### src/rtl/mem_bridge.sv
// Instruction-fetch / data-access sequencer between an rv32i core and a single-port
// word memory with req/ack handshake, wait-state handling and ack-timeout recovery.
module mem_bridge #(
    parameter int unsigned TIMEOUT   = 16,
    parameter logic [31:0] NOP_INSTR = 32'h0000_0013
) (
    input  logic        clk,
    input  logic        rst,
    input  logic [31:0] pc_address_out,
    input  logic        request,
    input  logic        load,
    input  logic        store,
    input  logic [31:0] alu_out,
    input  logic [31:0] byte_accessS,
    input  logic [3:0]  masking_byte,
    output logic [31:0] instr_out,
    output logic [31:0] dataMem_out,
    output logic        valid,
    output logic        mem_req,
    output logic        mem_we,
    output logic [31:0] mem_addr,
    output logic [31:0] mem_wdata,
    output logic [3:0]  mem_wmask,
    input  logic        mem_ack,
    input  logic [31:0] mem_rdata,
    output logic        bus_err
);

    localparam int unsigned    CNT_W     = (TIMEOUT > 1) ? $clog2(TIMEOUT) : 1;
    localparam logic [CNT_W-1:0] CNT_LAST = CNT_W'(TIMEOUT - 1);
    localparam logic [31:0]    WORD_MASK = 32'hFFFF_FFFC;

    typedef enum logic [2:0] {
        S_IDLE,
        S_FETCH,
        S_DECODE,
        S_DATA,
        S_COMMIT
    } state_t;

    state_t           state, state_next;
    logic [CNT_W-1:0] cnt, cnt_next;
    logic             cap_load, cap_load_next;
    logic [31:0]      instr_next, data_next, addr_next, wdata_next;
    logic [3:0]       wmask_next;
    logic             valid_next, req_next, we_next, bus_err_next;
    logic             acked, expired;

    // An ack only counts while a request is outstanding; ack beats timeout.
    assign acked   = mem_req && mem_ack;
    assign expired = mem_req && !mem_ack && (cnt == CNT_LAST);

    // Every output is a register, so this block computes the value each one takes
    // on the same edge that moves the FSM into the state that shows it.
    always_comb begin
        // NOTE: every signal gets its hold value first so no path leaves one unassigned (no latches).
        state_next    = state;
        cnt_next      = cnt;
        cap_load_next = cap_load;
        instr_next    = instr_out;
        data_next     = dataMem_out;
        valid_next    = 1'b0;
        bus_err_next  = bus_err;
        req_next      = mem_req;
        we_next       = mem_we;
        addr_next     = mem_addr;
        wdata_next    = mem_wdata;
        wmask_next    = mem_wmask;

        unique case (state)
            S_IDLE: state_next = S_FETCH;

            S_FETCH: begin
                if (acked) begin
                    instr_next = mem_rdata;
                    req_next   = 1'b0;
                    state_next = S_DECODE;
                end else if (expired) begin
                    instr_next   = NOP_INSTR;
                    bus_err_next = 1'b1;
                    req_next     = 1'b0;
                    state_next   = S_DECODE;
                end else begin
                    cnt_next = cnt + CNT_W'(1);
                end
            end

            S_DECODE: begin
                cap_load_next = load & ~store;
                if (request) begin
                    req_next   = 1'b1;
                    we_next    = store;
                    addr_next  = alu_out & WORD_MASK;
                    wdata_next = byte_accessS;
                    wmask_next = store ? masking_byte : 4'b0000;
                    cnt_next   = '0;
                    state_next = S_DATA;
                end else begin
                    valid_next = 1'b1;
                    state_next = S_COMMIT;
                end
            end

            S_DATA: begin
                if (acked) begin
                    if (cap_load) data_next = mem_rdata;
                    req_next   = 1'b0;
                    valid_next = 1'b1;
                    state_next = S_COMMIT;
                end else if (expired) begin
                    if (cap_load) data_next = '0;
                    bus_err_next = 1'b1;
                    req_next     = 1'b0;
                    valid_next   = 1'b1;
                    state_next   = S_COMMIT;
                end else begin
                    cnt_next = cnt + CNT_W'(1);
                end
            end

            S_COMMIT: state_next = S_FETCH;

            default: state_next = S_IDLE;
        endcase

        // Entering a fetch launches the request with the word-aligned PC.
        if (state != S_FETCH && state_next == S_FETCH) begin
            req_next   = 1'b1;
            we_next    = 1'b0;
            wmask_next = 4'b0000;
            addr_next  = pc_address_out & WORD_MASK;
            cnt_next   = '0;
        end
    end

    always_ff @(posedge clk or negedge rst) begin
        if (!rst) begin
            state       <= S_IDLE;
            cnt         <= '0;
            cap_load    <= 1'b0;
            instr_out   <= NOP_INSTR;
            dataMem_out <= '0;
            valid       <= 1'b0;
            bus_err     <= 1'b0;
            mem_req     <= 1'b0;
            mem_we      <= 1'b0;
            mem_addr    <= '0;
            mem_wdata   <= '0;
            mem_wmask   <= '0;
        end else begin
            // NOTE: state registers use non-blocking assignment so all of them update together.
            state       <= state_next;
            cnt         <= cnt_next;
            cap_load    <= cap_load_next;
            instr_out   <= instr_next;
            dataMem_out <= data_next;
            valid       <= valid_next;
            bus_err     <= bus_err_next;
            mem_req     <= req_next;
            mem_we      <= we_next;
            mem_addr    <= addr_next;
            mem_wdata   <= wdata_next;
            mem_wmask   <= wmask_next;
        end
    end

    a_valid_single: assert property (@(posedge clk) disable iff (!rst) valid |=> !valid);

    a_payload_stable: assert property (@(posedge clk) disable iff (!rst)
        (mem_req && $past(mem_req)) |-> $stable({mem_we, mem_addr, mem_wdata, mem_wmask}));

endmodule
### config.mk
export PLATFORM = sky130hd
export DESIGN_NAME = mem_bridge
export DESIGN_NICKNAME = d
export VERILOG_FILES = /design/src/rtl/mem_bridge.sv
export SDC_FILE = /design/constraint.sdc
export NUM_CORES = 1
export LEC_CHECK = 0
export CORE_MARGIN = 8
export CORE_UTILIZATION = 55
export DETAILED_ROUTE_END_ITERATION = 7
export DONT_BUFFER_PORTS = 1
export GPL_TIMING_DRIVEN = 0
export PLACE_DENSITY = 0.7
export SETUP_SLACK_MARGIN = 0.3
export SLEW_MARGIN = 10
export SYNTH_ARGS = -nofsm -noshare
export SYNTH_HDL_FRONTEND = slang
export SYNTH_SLANG_ARGS = --single-unit
### constraint.sdc
create_clock -name clk -period 1.8 [get_ports clk]
set_input_delay 0.36 -clock clk [delete_from_list [all_inputs] [get_ports clk]]
set_output_delay 0.36 -clock clk [all_outputs]
set_load 0.005 [all_outputs]
# After elaboration in Yosys (flattened, before gate mapping)
# Cells that the tools add are included.
# W data, S select, Z words.
# word_totals
inputBits	138
wordCells	84
ff_bits	144
# op_classes
reduce_logical	19
mux	36
n_bitwise	3
n_eq_ne	13
n_addsub	1
# ops
op	count
$mux W32	9
$mux W4	8
$mux W3	5
$pmux W3 S4	1
$mux W1	10
$pmux W4 S2	1
$reduce_and A4 Y1	2
$eq A3 B1 Y1 const B	2
$eq A3 B2 Y1 const B	2
$ne A3 B2 Y1 const B	2
$reduce_and A2 Y1	3
$reduce_and A3 Y1	2
$reduce_bool A2 Y1	3
$add A4 B1 Y4 const B	1
$eq A4 B4 Y1 const B	1
$logic_and A1 B1 Y1	4
$ne A2 B2 Y1 const B	2
$ne A4 B1 Y1 const B	1
$pmux W1 S2	2
$reduce_or A2 Y1	2
$eq A3 B3 Y1 const B	1
$logic_not A3 Y1	1
$ne A3 B1 Y1 const B	1
$ne A3 B3 Y1 const B	1
4 further kinds	5

# Depth between registers and ports, before layout
# logic_depth
ltp_word	10
mapped_depth	6
mapped_depth_nobuf	5

# Least setup slack after synthesis
# No wires, ideal clock.
# synth_path
path_kind	register -> register
from	reg cnt[0]
to	reg cnt[3]
period_less_slack_ns	1.529
setup_ns	0.124
arrival_ns	1.405
stages_incl_launch_ff	6
required_ns	1.676
path_slack_ns	0.271
cell_sequence	dfrtp_1 -> ha_1 -> and3_1 -> a211oi_1 -> nand4_1 -> mux2i_1
# synth_between
elab_chain_cells	9
word_cells_on_any_way	19
cone_classes	add/sub (1); eq/ne (5); mux (9); reduce/logical (4)
# synth_rtl
element	line	rtl
from (decl)	42	logic [CNT_W-1:0] cnt, cnt_next;
from (signal assigned)	153	cnt <= cnt_next;
$eq A4 B4 Y1	51	assign expired = mem_req && !mem_ack && (cnt == CNT_LAST);
$logic_and A1 B1 Y1	51	
$mux W3, on equally long branches	110, 78	
$mux W3, on equally long branches	105, 74	
$pmux W3 S4	70	unique case (state)
$eq A3 B1 Y1	127	if (state != S_FETCH && state_next == S_FETCH) begin
$logic_and A1 B1 Y1	127	
$ne A3 B2 Y1 (no line), or another cell as far along	--	
$reduce_and A4 Y1 (no line)	--	
# Parallel ways exist; a longest one is shown, timed or not. The select of a mux whose other input is x is not followed.
# A chain may end at the register's enable or synchronous reset.

# Final worst setup path
# layout_path
from	reg state[2]
to	reg mem_addr[2]
# layout_between
elab_chain_cells	7
word_cells_on_any_way	18
cone_classes	eq/ne (6); mux (6); reduce/logical (6)
# layout_rtl
element	line	rtl
from (decl)	41	state_t state, state_next;
from (signal assigned)	152	state <= state_next;
$eq A3 B3 Y1, or another cell as far along	70	
$reduce_or A2 Y1 (no line), or another cell as far along	--	
$pmux W3 S4	70	
$eq A3 B1 Y1	127	
$logic_and A1 B1 Y1	127	
$reduce_bool A2 Y1 (no line)	--	
$reduce_and A2 Y1 (no line)	--	
to (signal assigned)	161	mem_addr <= addr_next;
to (decl)	21	output logic [31:0] mem_addr,
# Parallel ways exist; a longest one is shown, timed or not.

==> impl_metrics.json <==
{
  "pwr-share-comb_pct": 33.9,
  "netlist_instances": 461,
  "r2r_end": "mem_addr[2]",
  "skew_ns": 0.009661,
  "cts.sinks": 142,
  "final_cell_mix": "dfrtp_1, dlygate4sd3_1, nand2_1",
  "cpPeakStageDelay_ns": 0.44,
  "r2r_cells": 7,
  "crit_chain": "nand2b_4 -> a21o_1 -> buf_6 -> buf_6 -> buf_6 -> a222oi_1 -> inv_1",
  "die_y_um": 117.6,
  "max_freq_ghz": 0.5776,
  "ios": 274,
  "synth.top_cell.area_share_pct": 61.27,
  "internal-power_mw": 9.285,
  "route.antenna.remaining_nets": 0,
  "nFillCells": 480,
  "route.vias.total": 5051,
  "crit_end": "mem_addr[2]",
  "htree_levels": 4,
  "coreArea_um2": 10180,
  "syn2layout_area_growth_pct": 54.40,
  "yosys_most_used_dff": "dfrtp_1",
  "failed_checks": "hold timing",
  "status": "finished with violations",
  "layout_commonest_cell": "dfrtp_1",
  "crit_path_top_delay_cell": "dfrtp_1",
  "max_cap_viol_count": 0,
  "clk_pin_slew_worst_paths_ns": 0.06,
  "place_area_um2": 5858,
  "drc": 0,
  "rr_startpoint": "state[2]",
  "synth_area_um2": 5677,
  "fin_hold_ws_ns": -0.4660,
  "min_period_over_period_pct": 96.19,
  "yosys_warnings": 0,
  "via_per_inst": 6.236,
  "yosysSeqAreaShare_pct": 62.66,
  "netSwitchingFraction_pct": 35.26,
  "async_flop_share_pct": 100.0,
  "tns_ns": 0,
  "endpoint_kind": "flip-flop",
  "p_sw_mw": 5.056,
  "final_hold_viol_count": 142,
  "drive_gt1_share_pct": 27.53,
  "wl_per_cell_um": 27.26,
  "fp-row-count": 37,
  "cpMostUsedCell": "buf_6",
  "min_path_type": "primary input to asynchronous set/reset pin",
  "drt-initial-drc-count": 742,
  "crit_fanout": 6,
  "rsz0062_at_grt": "true",
  "portBuffers": 0,
  "start_util_pct": 55.74,
  "first_global_vias": 5211,
  "regToRegSetupSlack_ns": 0.07,
  "grt_max_degree": 143,
  "antenna_found_initial": 2,
  "grt_pass1_wl_um": 30130,
  "critical_path_class": "flip-flop to flip-flop",
  "place_congestion": 0.8002,
  "finalNetCount": 798,
  "worstSetupStartpointType": "flip-flop",
  "cts_buffers": 17,
  "peakVddDrop_mv": 1.046,
  "cp.arrival_ns": 2.12,
  "clock_latency_ns": 0.52,
  "ys_top_cells_by_area": "dfrtp_1, mux2_2, a222oi_1, a32o_1, nand2_1",
  "die_w_um": 117.6,
  "finalPower_mw": 14.34,
  "die-area_um2": 13830,
  "grt.total_usage_pct": 27.79,
  "p_leak_nw": 4.022,
  "finalInstanceArea_um2": 8765,
  "synth_cell_type_count": 43,
  "synth_seq_cells": 142,
  "cts_tree": "done",
  "drtPass1Iterations": 5,
  "hpwl_um": 11360,
  "power_density_nw_per_um2": 1636,
  "clkPwrFrac_pct": 24.7,
  "cp.required_ns": 2.19,
  "synth-edff-count": 0,
  "setup_viol": 0,
  "grt_overflow": 0,
  "synth_area_per_cell_um2": 12.31,
  "root_buffer": "clkbuf_8",
  "worstSetupStartpoint": "state[2]",
  "wl_um": 22080,
  "synth.largest_area_cell": "dfrtp_1",
  "cts.path.max_buffers": 2,
  "slew_violations": 0,
  "seqPwrFrac_pct": 41.4,
  "period_needed_ns": 1.731
}
-- kinds of logic (layout without fill, tap and decap cells) --
kind of cell / count (synthesis) / after routing / synth area share, %
other: 1 / 4 / 0.06606
buffers and inverters: 70 / 278 / 6.612
DFF: 142 / 142 / 62.66
AOI/OAI and AO/OA: 112 / 112 / 15.78
adders and majority gates: 1 / 1 / 0.2204
muxes: 33 / 33 / 6.524
and+or+nand+nor: 101 / 103 / 7.979
xor gates and xnor gates: 1 / 1 / 0.1543
-- timing repair --
item                                    CTS  global route
gates cloned                              3            12
buffers inserted                         11            19
pin swaps                                 5            22
resized for setup                        35           146
hold endpoints to repair                262           146
hold buffers                            128             5
endpoints found under the setup margin  126           137
-- worst min path at each step --
stage / start / endpoint / slack [ns] / depth (start not counted)
after floorplan: rst / bus_err / 0.06 / 0
after global placement: rst / dataMem_out[27] / 0.07 / 0
after detailed placement: rst / dataMem_out[26] / 0.07 / 0
after CTS: rst / dataMem_out[26] / -0.48 / 0
after global routing: rst / dataMem_out[26] / -0.49 / 0
final: rst / instr_out[29] / -0.47 / 0
-- cells in the mapped netlist, types with 2 or more instances --
master	count
a222oi_1	30
a32o_1	29
and2_1	2
and3_1	2
buf_12	3
buf_2	15
buf_4	6
buf_6	3
clkbuf_1	10
dfrtp_1	139
dfstp_2	3
inv_1	33
mux2_1	2
mux2_2	30
nand2_1	75
nand2b_4	2
nand3_1	7
nor2_1	5
o21ai_0	38
o21ai_1	2
o22a_1	3
-- metrics by stage --
| step | cells | util (%) | setup WS [ns] |
|---|---|---|---|
| 3_5_place_dp | 598 | 57.52 | -0.01266 |
| 4_1_cts | 772 | 78.17 | 0.2298 |
| 3_3_place_gp | 598 | 57.52 | 0.03948 |
| 6_report | 810 | 86.06 | 0.06861 |
| 5_1_grt | 810 | 86.06 | 0.02761 |
| 2_1_floorplan | 462 | - | 0.3140 |
-- metal layers --
| layer | share of wire [%] | wire [um] | global-route usage, % |
|---|---|---|---|
| met5 | 0 | 0 | 0 |
| met1 | 32 | 7148 | 28.61 |
| met4 | 3.7 | 813 | 13.53 |
| met3 | 12 | 2659 | 13.09 |
| met2 | 52 | 11460 | 46.84 |
-- power by group through the flow --
stage | clock [mW] | sequential [mW] | combinational, mW
after floorplan | 0 | 5.35 | 2.35
after global placement | 0 | 5.79 | 2.73
after detailed placement | 0 | 5.80 | 2.90
after CTS | 3.53 | 5.79 | 3.48
after global routing | 3.73 | 6.07 | 5.19
final | 3.54 | 5.94 | 4.86
-- sequential cells by signal, indices dropped and copies added (netlist names), 3 cells and up --
register     cells
mem_addr        30
state            3
mem_wdata       32
dataMem_out     32
instr_out       32
mem_wmask        4
cnt              4
-- final cells by class --
class | count | area, um^2 | share of cell area [%]
timing repair buffer | 176 | 1833 | 20.91
tap | 136 | 170.2 | 1.941
buffer | 37 | 399.1 | 4.554
clock inverter | 14 | 167.7 | 1.913
clock buffer | 18 | 427.9 | 4.882
multi-input combinational | 252 | 2078 | 23.71
sequential | 142 | 3560 | 40.61
antenna | 2 | 5.005 | 0.05710
inverter | 33 | 123.9 | 1.413
-- critical path, delay by kind of cell, from the launching register on --
| kind | cells | cell delay (ns) |
|---|---|---|
| simple gates | 1 | 0.16 |
| buf+inv | 4 | 0.50 |
| flops | 1 | 0.44 |
| compound gates | 2 | 0.51 |
Power figures use the tool's default switching activity.
